## src/rtl/alu_seq_if.sv

```systemverilog
// alu_seq_if: request/response bundle between decode and the execute-stage ALU.
//   master (decode side): drives start, a, b, funct3, funct7_5; sees result/zero/done/busy
//   slave  (ALU side)   : the reverse
interface alu_seq_if #(
  parameter int XLEN = 32
);
  logic            start;
  logic [XLEN-1:0] a;
  logic [XLEN-1:0] b;
  logic [2:0]      funct3;
  logic            funct7_5;
  logic [XLEN-1:0] result;
  logic            zero;
  logic            done;
  logic            busy;

  modport master (
    output start, a, b, funct3, funct7_5,
    input  result, zero, done, busy
  );

  modport slave (
    input  start, a, b, funct3, funct7_5,
    output result, zero, done, busy
  );
endinterface

```

## src/rtl/alu_seq.sv

```systemverilog
// alu_seq: execute-stage ALU with start/done handshake.
//   ADD/SUB/SLT/SLTU/XOR/OR/AND finish one cycle after start is sampled.
//   SLL/SRL/SRA shift one bit per cycle; busy is high while shifting.
// Ports:
//   clk  - system clock, rising edge
//   rst  - synchronous, active-high reset
//   bus  - alu_seq_if.slave: start, a, b, funct3, funct7_5 in;
//          result, zero, done, busy out (all registered)
//
// state | meaning
// ------+-----------------------------------------------------------
// IDLE  | waiting for start; one-cycle ops and zero shifts finish here
// SHIFT | shifting r_sh one bit per cycle, r_cnt bits still to go
module alu_seq #(
  parameter int XLEN = 32
) (
  input  logic      clk,
  input  logic      rst,
  alu_seq_if.slave  bus
);

  localparam int SHW = $clog2(XLEN);

  typedef enum logic {
    IDLE,
    SHIFT
  } state_t;

  typedef enum logic [1:0] {
    SH_SLL,
    SH_SRL,
    SH_SRA
  } shop_t;

  state_t          r_state, w_state_nxt;
  shop_t           r_op, w_op_nxt;
  logic [XLEN-1:0] r_result, w_result_nxt;
  logic            r_zero, w_zero_nxt;
  logic            r_done, w_done_nxt;
  logic            r_busy, w_busy_nxt;
  logic [XLEN-1:0] r_sh, w_sh_nxt;
  logic [SHW-1:0]  r_cnt, w_cnt_nxt;

  logic            w_is_shift;
  logic [SHW-1:0]  w_shamt;
  logic [XLEN-1:0] w_alu;
  logic            w_slt;
  logic            w_sltu;
  logic [XLEN-1:0] w_sh_step;
  shop_t           w_req_op;

  assign w_is_shift = (bus.funct3 == 3'b001) || (bus.funct3 == 3'b101);
  assign w_shamt    = bus.b[SHW-1:0];
  assign w_slt      = $signed(bus.a) < $signed(bus.b);
  assign w_sltu     = bus.a < bus.b;

  // Single-cycle result for the non-shift ops, decoded straight from the inputs
  // because these ops only ever complete on the edge that samples start.
  always_comb begin
    w_alu = '0;
    case (bus.funct3)
      3'b000:  w_alu = bus.funct7_5 ? (bus.a - bus.b) : (bus.a + bus.b);
      3'b010:  w_alu = {{(XLEN-1){1'b0}}, w_slt};
      3'b011:  w_alu = {{(XLEN-1){1'b0}}, w_sltu};
      3'b100:  w_alu = bus.a ^ bus.b;
      3'b110:  w_alu = bus.a | bus.b;
      3'b111:  w_alu = bus.a & bus.b;
      default: w_alu = '0;
    endcase
  end

  always_comb begin
    w_req_op = SH_SLL;
    if (bus.funct3 == 3'b101) begin
      w_req_op = bus.funct7_5 ? SH_SRA : SH_SRL;
    end
  end

  // One-bit step of the iterative shifter.
  always_comb begin
    w_sh_step = r_sh;
    case (r_op)
      SH_SLL:  w_sh_step = {r_sh[XLEN-2:0], 1'b0};
      SH_SRL:  w_sh_step = {1'b0, r_sh[XLEN-1:1]};
      SH_SRA:  w_sh_step = {r_sh[XLEN-1], r_sh[XLEN-1:1]};
      default: w_sh_step = r_sh;
    endcase
  end

  always_comb begin
    w_state_nxt  = r_state;
    w_op_nxt     = r_op;
    w_result_nxt = r_result;
    w_zero_nxt   = r_zero;
    w_done_nxt   = 1'b0;
    w_busy_nxt   = r_busy;
    w_sh_nxt     = r_sh;
    w_cnt_nxt    = r_cnt;

    case (r_state)
      IDLE: begin
        if (bus.start) begin
          if (!w_is_shift) begin
            w_result_nxt = w_alu;
            w_zero_nxt   = (w_alu == '0);
            w_done_nxt   = 1'b1;
          end else if (w_shamt == '0) begin
            w_result_nxt = bus.a;
            w_zero_nxt   = (bus.a == '0);
            w_done_nxt   = 1'b1;
          end else begin
            w_sh_nxt    = bus.a;
            w_cnt_nxt   = w_shamt;
            w_op_nxt    = w_req_op;
            w_busy_nxt  = 1'b1;
            w_state_nxt = SHIFT;
          end
        end
      end

      SHIFT: begin
        // Inputs (including start) are ignored here; everything needed was latched.
        w_sh_nxt  = w_sh_step;
        w_cnt_nxt = r_cnt - SHW'(1);
        if (r_cnt == SHW'(1)) begin
          w_result_nxt = w_sh_step;
          w_zero_nxt   = (w_sh_step == '0);
          w_done_nxt   = 1'b1;
          w_busy_nxt   = 1'b0;
          w_state_nxt  = IDLE;
        end
      end

      default: begin
        w_state_nxt = IDLE;
        w_busy_nxt  = 1'b0;
      end
    endcase
  end

  always_ff @(posedge clk) begin
    if (rst) begin
      r_state  <= IDLE;
      r_op     <= SH_SLL;
      r_result <= '0;
      r_zero   <= 1'b1;
      r_done   <= 1'b0;
      r_busy   <= 1'b0;
      r_sh     <= '0;
      r_cnt    <= '0;
    end else begin
      r_state  <= w_state_nxt;
      r_op     <= w_op_nxt;
      r_result <= w_result_nxt;
      r_zero   <= w_zero_nxt;
      r_done   <= w_done_nxt;
      r_busy   <= w_busy_nxt;
      r_sh     <= w_sh_nxt;
      r_cnt    <= w_cnt_nxt;
    end
  end

  assign bus.result = r_result;
  assign bus.zero   = r_zero;
  assign bus.done   = r_done;
  assign bus.busy   = r_busy;

endmodule

```

## src/flat_wrapper.sv

```systemverilog
// flat-port wrapper written by rule: the top's interface ports become plain ports
module alu_seq_flat 
#(
  parameter int XLEN = 32
)
  (clk, rst, bus_start, bus_a, bus_b, bus_funct3, bus_funct7_5, bus_result, bus_zero, bus_done, bus_busy);
  alu_seq_if #(.XLEN(XLEN)) bus_i ();
  input  logic clk;
  input  logic rst;
  input wire logic [$bits(bus_i.start)-1:0] bus_start;
  input wire logic [$bits(bus_i.a)-1:0] bus_a;
  input wire logic [$bits(bus_i.b)-1:0] bus_b;
  input wire logic [$bits(bus_i.funct3)-1:0] bus_funct3;
  input wire logic [$bits(bus_i.funct7_5)-1:0] bus_funct7_5;
  output wire logic [$bits(bus_i.result)-1:0] bus_result;
  output wire logic [$bits(bus_i.zero)-1:0] bus_zero;
  output wire logic [$bits(bus_i.done)-1:0] bus_done;
  output wire logic [$bits(bus_i.busy)-1:0] bus_busy;
  assign bus_i.start = bus_start;
  assign bus_i.a = bus_a;
  assign bus_i.b = bus_b;
  assign bus_i.funct3 = bus_funct3;
  assign bus_i.funct7_5 = bus_funct7_5;
  assign bus_result = bus_i.result;
  assign bus_zero = bus_i.zero;
  assign bus_done = bus_i.done;
  assign bus_busy = bus_i.busy;
  alu_seq #(.XLEN(XLEN)) u_core (.clk(clk), .rst(rst), .bus(bus_i));
endmodule
```

## config.mk

```make
export PLATFORM = sky130hd
export DESIGN_NAME = alu_seq_flat
export DESIGN_NICKNAME = d
export VERILOG_FILES = /design/src/rtl/alu_seq_if.sv /design/src/rtl/alu_seq.sv /design/src/flat_wrapper.sv
export SDC_FILE = /design/constraint.sdc
export NUM_CORES = 1
export LEC_CHECK = 0
export CAP_MARGIN = 20
export CELL_PAD_IN_SITES_DETAIL_PLACEMENT = 1
export CELL_PAD_IN_SITES_GLOBAL_PLACEMENT = 2
export CORE_MARGIN = 2
export CORE_UTILIZATION = 36
export DETAILED_ROUTE_END_ITERATION = 7
export PLACE_DENSITY_LB_ADDON = 0.1
export SYNTH_ARGS = -nofsm -noshare
export SYNTH_HDL_FRONTEND = slang
export SYNTH_SLANG_ARGS = --single-unit
```

## constraint.sdc

```tcl
create_clock -name clk -period 12 [get_ports clk]
set_clock_uncertainty 0.1 [all_clocks]
set_input_delay 2.4 -clock clk [delete_from_list [all_inputs] [get_ports clk]]
set_output_delay 2.4 -clock clk [all_outputs]
set_load 0.01 [all_outputs]
```

==> out/metrics.csv <==
metric,value,unit
max_cap_violations,0,
leakage,4.33,nW
initial_utilization,0.364,
diodes,0,
synth_cells,1400,
period_needed,7.25,ns
clk_pin_slew_worst_paths,0.07,ns
cts.path.max_buffers,2,
cts_made_buffers,9,
fin_util,0.420,
cts_tree,done,
synthSimpleGateAreaFrac,0.229,
holdBufCountCts,0,
critical_path.max_fanout,15,
synthAdderAreaFrac,0.130,
yosysWarnings,0,
end_kind,flip-flop,
clock_latency,0.35,ns
fin_ws,4.75,ns
dpl_worst_slack,4.51,ns
fin_crit_sh,0.604,
grt-ovfl-total,0,
synth_edf_count,0,
drive_gt1_frac,0.0468,
place_hpwl,33.7,mm
setup_viol,0,
avgSynthCellArea,6.96,µm²
ys_ff_latch,75,
finalPower,1.04,mW
core_region_area,0.0268,mm²
synth_top_family_by_area,compound AO/OA/AOI/OAI gates,
use_met3,0.0500,
fin_area,0.0113,mm²
cpPeakStageDelay,0.76,ns
vias,11300,
ys_types,85,
slowest_stage,clkdlybuf4s50_1,
max_freq,0.138,GHz
die_h,169,µm
gp_congestion,0.889,
grt_max_degree,76,
busiest_layer,met2,
fillers,3410,
drt_pass1_iterations,8,
final_cells,1773,
post_cts_resized,0,
grt_pass1_wl,68.0,mm
synthFlopType,dfxtp_1,
hold_viol,0,
holdCritPathClass,reg2reg,
crit_chain,"clkdlybuf4s50_1, inv_1, ha_1, nand2_1, or4_1, a31oi_1, a211oi_1, o41ai_1, o2bb2ai_1, xnor2_1, o22ai_1, a2111o_1, or4b_1, nor4_1, a211o_1",
powerDensity,92.0,mW/mm²
syn-num-nets,1571,
critical-path-top-delay-family,compound AO/OA/AOI/OAI gates,
crit_buf_inv,2,
via_per_inst,6.38,
synth_xor_area_frac,0.0278,
placedCellCount,1757,
grt_pass1_vias,11000,
ioPinCount,106,
wl_per_cell,25.3,µm
antenna_left,0,
drc,0,
cts_root_buf,clkbuf_16,
cp.required,12.20,ns
cts_setup_buffers,0,
antenna_found_initial,0,
grtUsageMet2,0.495,
grt_usage,0.310,
rsz0062_at_grt,false,
final_cell_mix,"nor2_1, nand2_1, a21oi_1",
routed_wl,44.8,mm
outcome,"finished, final reports clean",
dr.first_iter.drc_count,1094,
async_flop_share,0,
holdWs,0.349,ns
setup_tns,0,ns
crit_type,in2reg,
cts_sinks,75,
ir_drop,0.0687,mV
nNetsFinal,1598,
arrival,7.45,ns
dieArea,0.0284,mm²
die_w,169,µm
grt_util_met1,0.429,
worst_slew_pin_slew,1.05,ns
htree_levels,3,
rows,60,
io_buffers,105,
syn2layout_area_growth,15.4,%
netlist_area,0.00975,mm²
placed_cell_area,0.0109,mm²
maxSlewHeadroom,0.300,
synth_compound_area_frac,0.360,
muxShareOfSynthArea,0.0154,
ys_seq_area_frac,0.154,
mostFrequentLayoutCell,nor2_1,
slew_viol_final,0,
worst_setup_path_start_kind,primary input,
## tightest hold or removal path, delay by kind of cell (launching register included)
| kind | cells | cell delay [ns] |
|---|---|---|
| AND/OR/NAND/NOR | 1 | 0.05 |
| AO/OA/AOI/OAI | 1 | 0.05 |
| flip-flops | 1 | 0.30 |
## report_power, final
part / switching (mW) / total (mW) / leakage, nW / internal (mW)
clock: 0.118 / 0.313 / 0.160 / 0.195
combinational: 0.278 / 0.443 / 3.55 / 0.165
sequential: 0.0148 / 0.280 / 0.615 / 0.265
## path summary, 6_finish.rpt
path / slack (ns) / endpoint / start / cells past startpoint
worst max-delay path: 4.75 / u_core.bus.zero / bus_a[12] / 15
worst min register to register: 0.35 / u_core.bus.result[23] / u_core.bus.result[23] / 2
worst min-delay path: 0.35 / u_core.bus.result[23] / u_core.bus.result[23] / 2
worst max register to register: 7.46 / u_core.bus.zero / u_core.r_state / 14
## final cells by class
class,count,area [µm²],area share
clock buffer,13,260,0.0231
clock inverter,3,68.8,0.00611
timing repair buffer,122,1170,0.104
inverter,102,383,0.0340
multi-input combinational,1117,7440,0.661
sequential,75,1500,0.134
tap,341,427,0.0379
## cell families (layout without fill, tap and decap cells)
logic type	after synthesis	in the layout
mux	14	14
simple gates	473	473
flops	75	75
buf+inv	208	240
compound gates	499	499
fa+ha+maj	100	100
xor+xnor	31	31
## Yosys cell counts, drive strengths merged, types with 22 or more instances
master | instances | share of area
a21oi | 114 | 0.059
o211ai | 22 | 0.017
nand3 | 29 | 0.015
inv | 101 | 0.039
dfxtp | 75 | 0.15
xnor2 | 26 | 0.023
nand2 | 120 | 0.046
a221oi | 31 | 0.028
nor3 | 23 | 0.012
a211oi | 51 | 0.039
a222oi | 22 | 0.023
nor4 | 30 | 0.022
clkbuf | 83 | 0.032
ha | 98 | 0.13
buf | 23 | 0.013
nor2 | 170 | 0.065
o21ai | 71 | 0.036
## state kept, by name, summed over array words and instances (netlist names)
signal             flops
u_core.r_sh           32
u_core.bus.done        1
u_core.bus.zero        1
u_core.r_op            2
u_core.r_state         1
u_core.r_cnt           5
u_core.bus.result     32
u_core.bus.busy        1
## layer usage
metal / vias to the layer above / share of wire
met5: - / 0
met4: 0 / 0.030
met3: 63 / 0.058
met2: 391 / 0.45
met1: 5596 / 0.46
li1: 5255 / -
Note: power is estimated with default switching activity, not from simulation.
==> RTL change, RTL diff (same settings) <==
`r_result` and `r_sh` no longer have a reset.
--- a/src/rtl/alu_seq.sv
+++ b/src/rtl/alu_seq.sv
@@ -142,22 +142,23 @@
     if (rst) begin
       r_state  <= IDLE;
       r_op     <= SH_SLL;
-      r_result <= '0;
       r_zero   <= 1'b1;
       r_done   <= 1'b0;
       r_busy   <= 1'b0;
-      r_sh     <= '0;
       r_cnt    <= '0;
     end else begin
       r_state  <= w_state_nxt;
       r_op     <= w_op_nxt;
-      r_result <= w_result_nxt;
       r_zero   <= w_zero_nxt;
       r_done   <= w_done_nxt;
       r_busy   <= w_busy_nxt;
-      r_sh     <= w_sh_nxt;
       r_cnt    <= w_cnt_nxt;
     end
+  end
+
+  always_ff @(posedge clk) begin
+    r_result <= w_result_nxt;
+    r_sh     <= w_sh_nxt;
   end
 
   assign bus.result = r_result;
Behaviour: not the same (a bounded check fails within 4 cycles, from zero or initial values and one cycle with rst high).
==> RTL change against the unedited design <==
  * Die area increased by 1.2%
  * Power decreased by 2.9%
  * First-iteration DRC count decreased by 17%
  * Cell area increased by 1.2%
  * Sequential cell count unchanged
  * Area after synthesis increased by 1.3%
  * Sequential power increased by 16%
  * Worst setup slack improved by 0.47 ns
  * Wire length decreased by 9.0%
  * Largest cell class unchanged
  * Largest power group unchanged
  * Highest routed layer unchanged
==> RTL change: results (changes against the unedited design) <==
grt_usage_pct: 28.1  # -2.9 points
cp.arrival_ns: 6.93  # -0.52 ns
n_fill_cell: 3292  # -3.5%
yosysSeqAreaShare_pct: 21.7  # +6.3 points
synthFlopType: "edfxtp_1"
antenna_cells: 0  # unchanged
place.gp.congestion: 0.890  # +0.18%
p_leak_nw: 4.33  # +0.14%
grtUsageMet3_pct: 2.82  # -2.2 points
synth-adder-area-share_pct: 12.8  # -0.16 points
drt-initial-drc-count: 913  # -17%
synth_compound_area_share_pct: 31.5  # -4.5 points
pre_cts_ws_ns: 4.93  # +0.423 ns
synth_area_leaders: "edfxtp_1 19%, ha_1 12%, o21ai_0 6.0%"
met2_usage_pct: 42.1  # -7.4 points
fin_nets: 1512  # -5.4%
grt_pass1_wl_um: 62100  # -8.7%
wl_per_cell_um: 24.2  # -4.3%
clk_pin_slew_worst_paths_ns: 0.06
ys_types: 80  # -5.9%
synth_common_cells: "119 x o21ai_0, 104 x inv_1, 101 x nand2_1"
layout-drive-gt1-share_pct: 4.61  # -0.073 points
synthMuxAreaShare_pct: 3.27  # +1.7 points
synthXorXnorAreaFrac_pct: 2.22  # -0.57 points
vias: 10400  # -8.4%
drtPass1Iterations: 7  # -1
peakVddDrop_uv: 61.0  # -11%
postCtsSetupRepairBufs: 0  # unchanged
cp_max_fo: 10  # -5
grt_use_met1_pct: 42.8  # -0.16 points
status: "finished clean"
hpwl_um: 31500  # -6.5%
grt_max_degree: 89  # +17%
maxSlewHeadroom_pct: 35.6  # +5.6 points
synth_edf_count: 64  # +64
grt_antenna_before_repair: 0  # unchanged
-- RTL change: through the flow --
stage | cells | area [µm²] | power, mW
after floorplan | 1302 | 9880 | 0.573
after global placement | 1671 | 11100 | 0.730
after detailed placement | 1671 | 11100 | 0.732
after CTS | 1687 | 11400 | 1.00
after global routing | 1687 | 11400 | 1.06
final | 1687 | 11400 | 1.01
-- RTL change: worst paths after layout --
kind | start | end | slack, ns | cells past startpoint
worst max-delay path | bus_a[10] | u_core.bus.zero | 5.22 | 14
worst min-delay path | u_core.bus.busy | u_core.bus.busy | 0.39 | 2
worst max register to register | u_core.r_state | u_core.bus.zero | 7.78 | 13
worst min register to register | u_core.bus.busy | u_core.bus.busy | 0.39 | 2
-- RTL change: cells by family (layout without fill, tap and decap cells) --
kind of cell               count (synthesis)  after routing
buffers and inverters                    196            240
AOI/OAI and AO/OA                        464            464
xor gates and xnor gates                  25             25
DFF                                       75             75
adders and majority gates                100            100
and+or+nand+nor                          410            410
muxes                                     32             32
-- RTL change: area by class of cell --
| cell class | instances | area (µm²) | share of cell area [%] |
|---|---|---|---|
| timing repair buffer | 119 | 1150 | 10.1 |
| clock inverter | 7 | 68.8 | 0.604 |
| inverter | 105 | 394 | 3.46 |
| tap | 341 | 427 | 3.75 |
| sequential | 75 | 2140 | 18.8 |
| clock buffer | 9 | 225 | 1.98 |
| multi-input combinational | 1031 | 6980 | 61.3 |
-- RTL change: power breakdown --
part	total (mW)	internal [mW]	switching, mW	leakage, nW
combinational	0.411	0.153	0.258	3.49
sequential	0.325	0.311	0.0131	0.699
clock	0.270	0.160	0.110	0.141
total	1.01	0.625	0.381	4.33
-- RTL change: critical path, stage by stage --
cell	delay, ns
clkdlybuf4s50_1	0.72
inv_1	0.18
ha_1	0.48
nor4_2	0.46
nand4b_1	0.14
a21oi_1	0.22
nor3_1	0.16
o21ba_2	0.26
o311a_1	0.33
o31ai_1	0.30
a2111oi_0	0.15
a311oi_1	0.57
nand4bb_1	0.25
o41ai_2	0.30
-- RTL change: metal layers --
| metal | vias up | wire length, µm |
|---|---|---|
| met5 | - | 0 |
| met4 | 0 | 857 |
| met3 | 49 | 2180 |
| met2 | 295 | 17400 |
| met1 | 5152 | 20300 |
| li1 | 4864 | - |
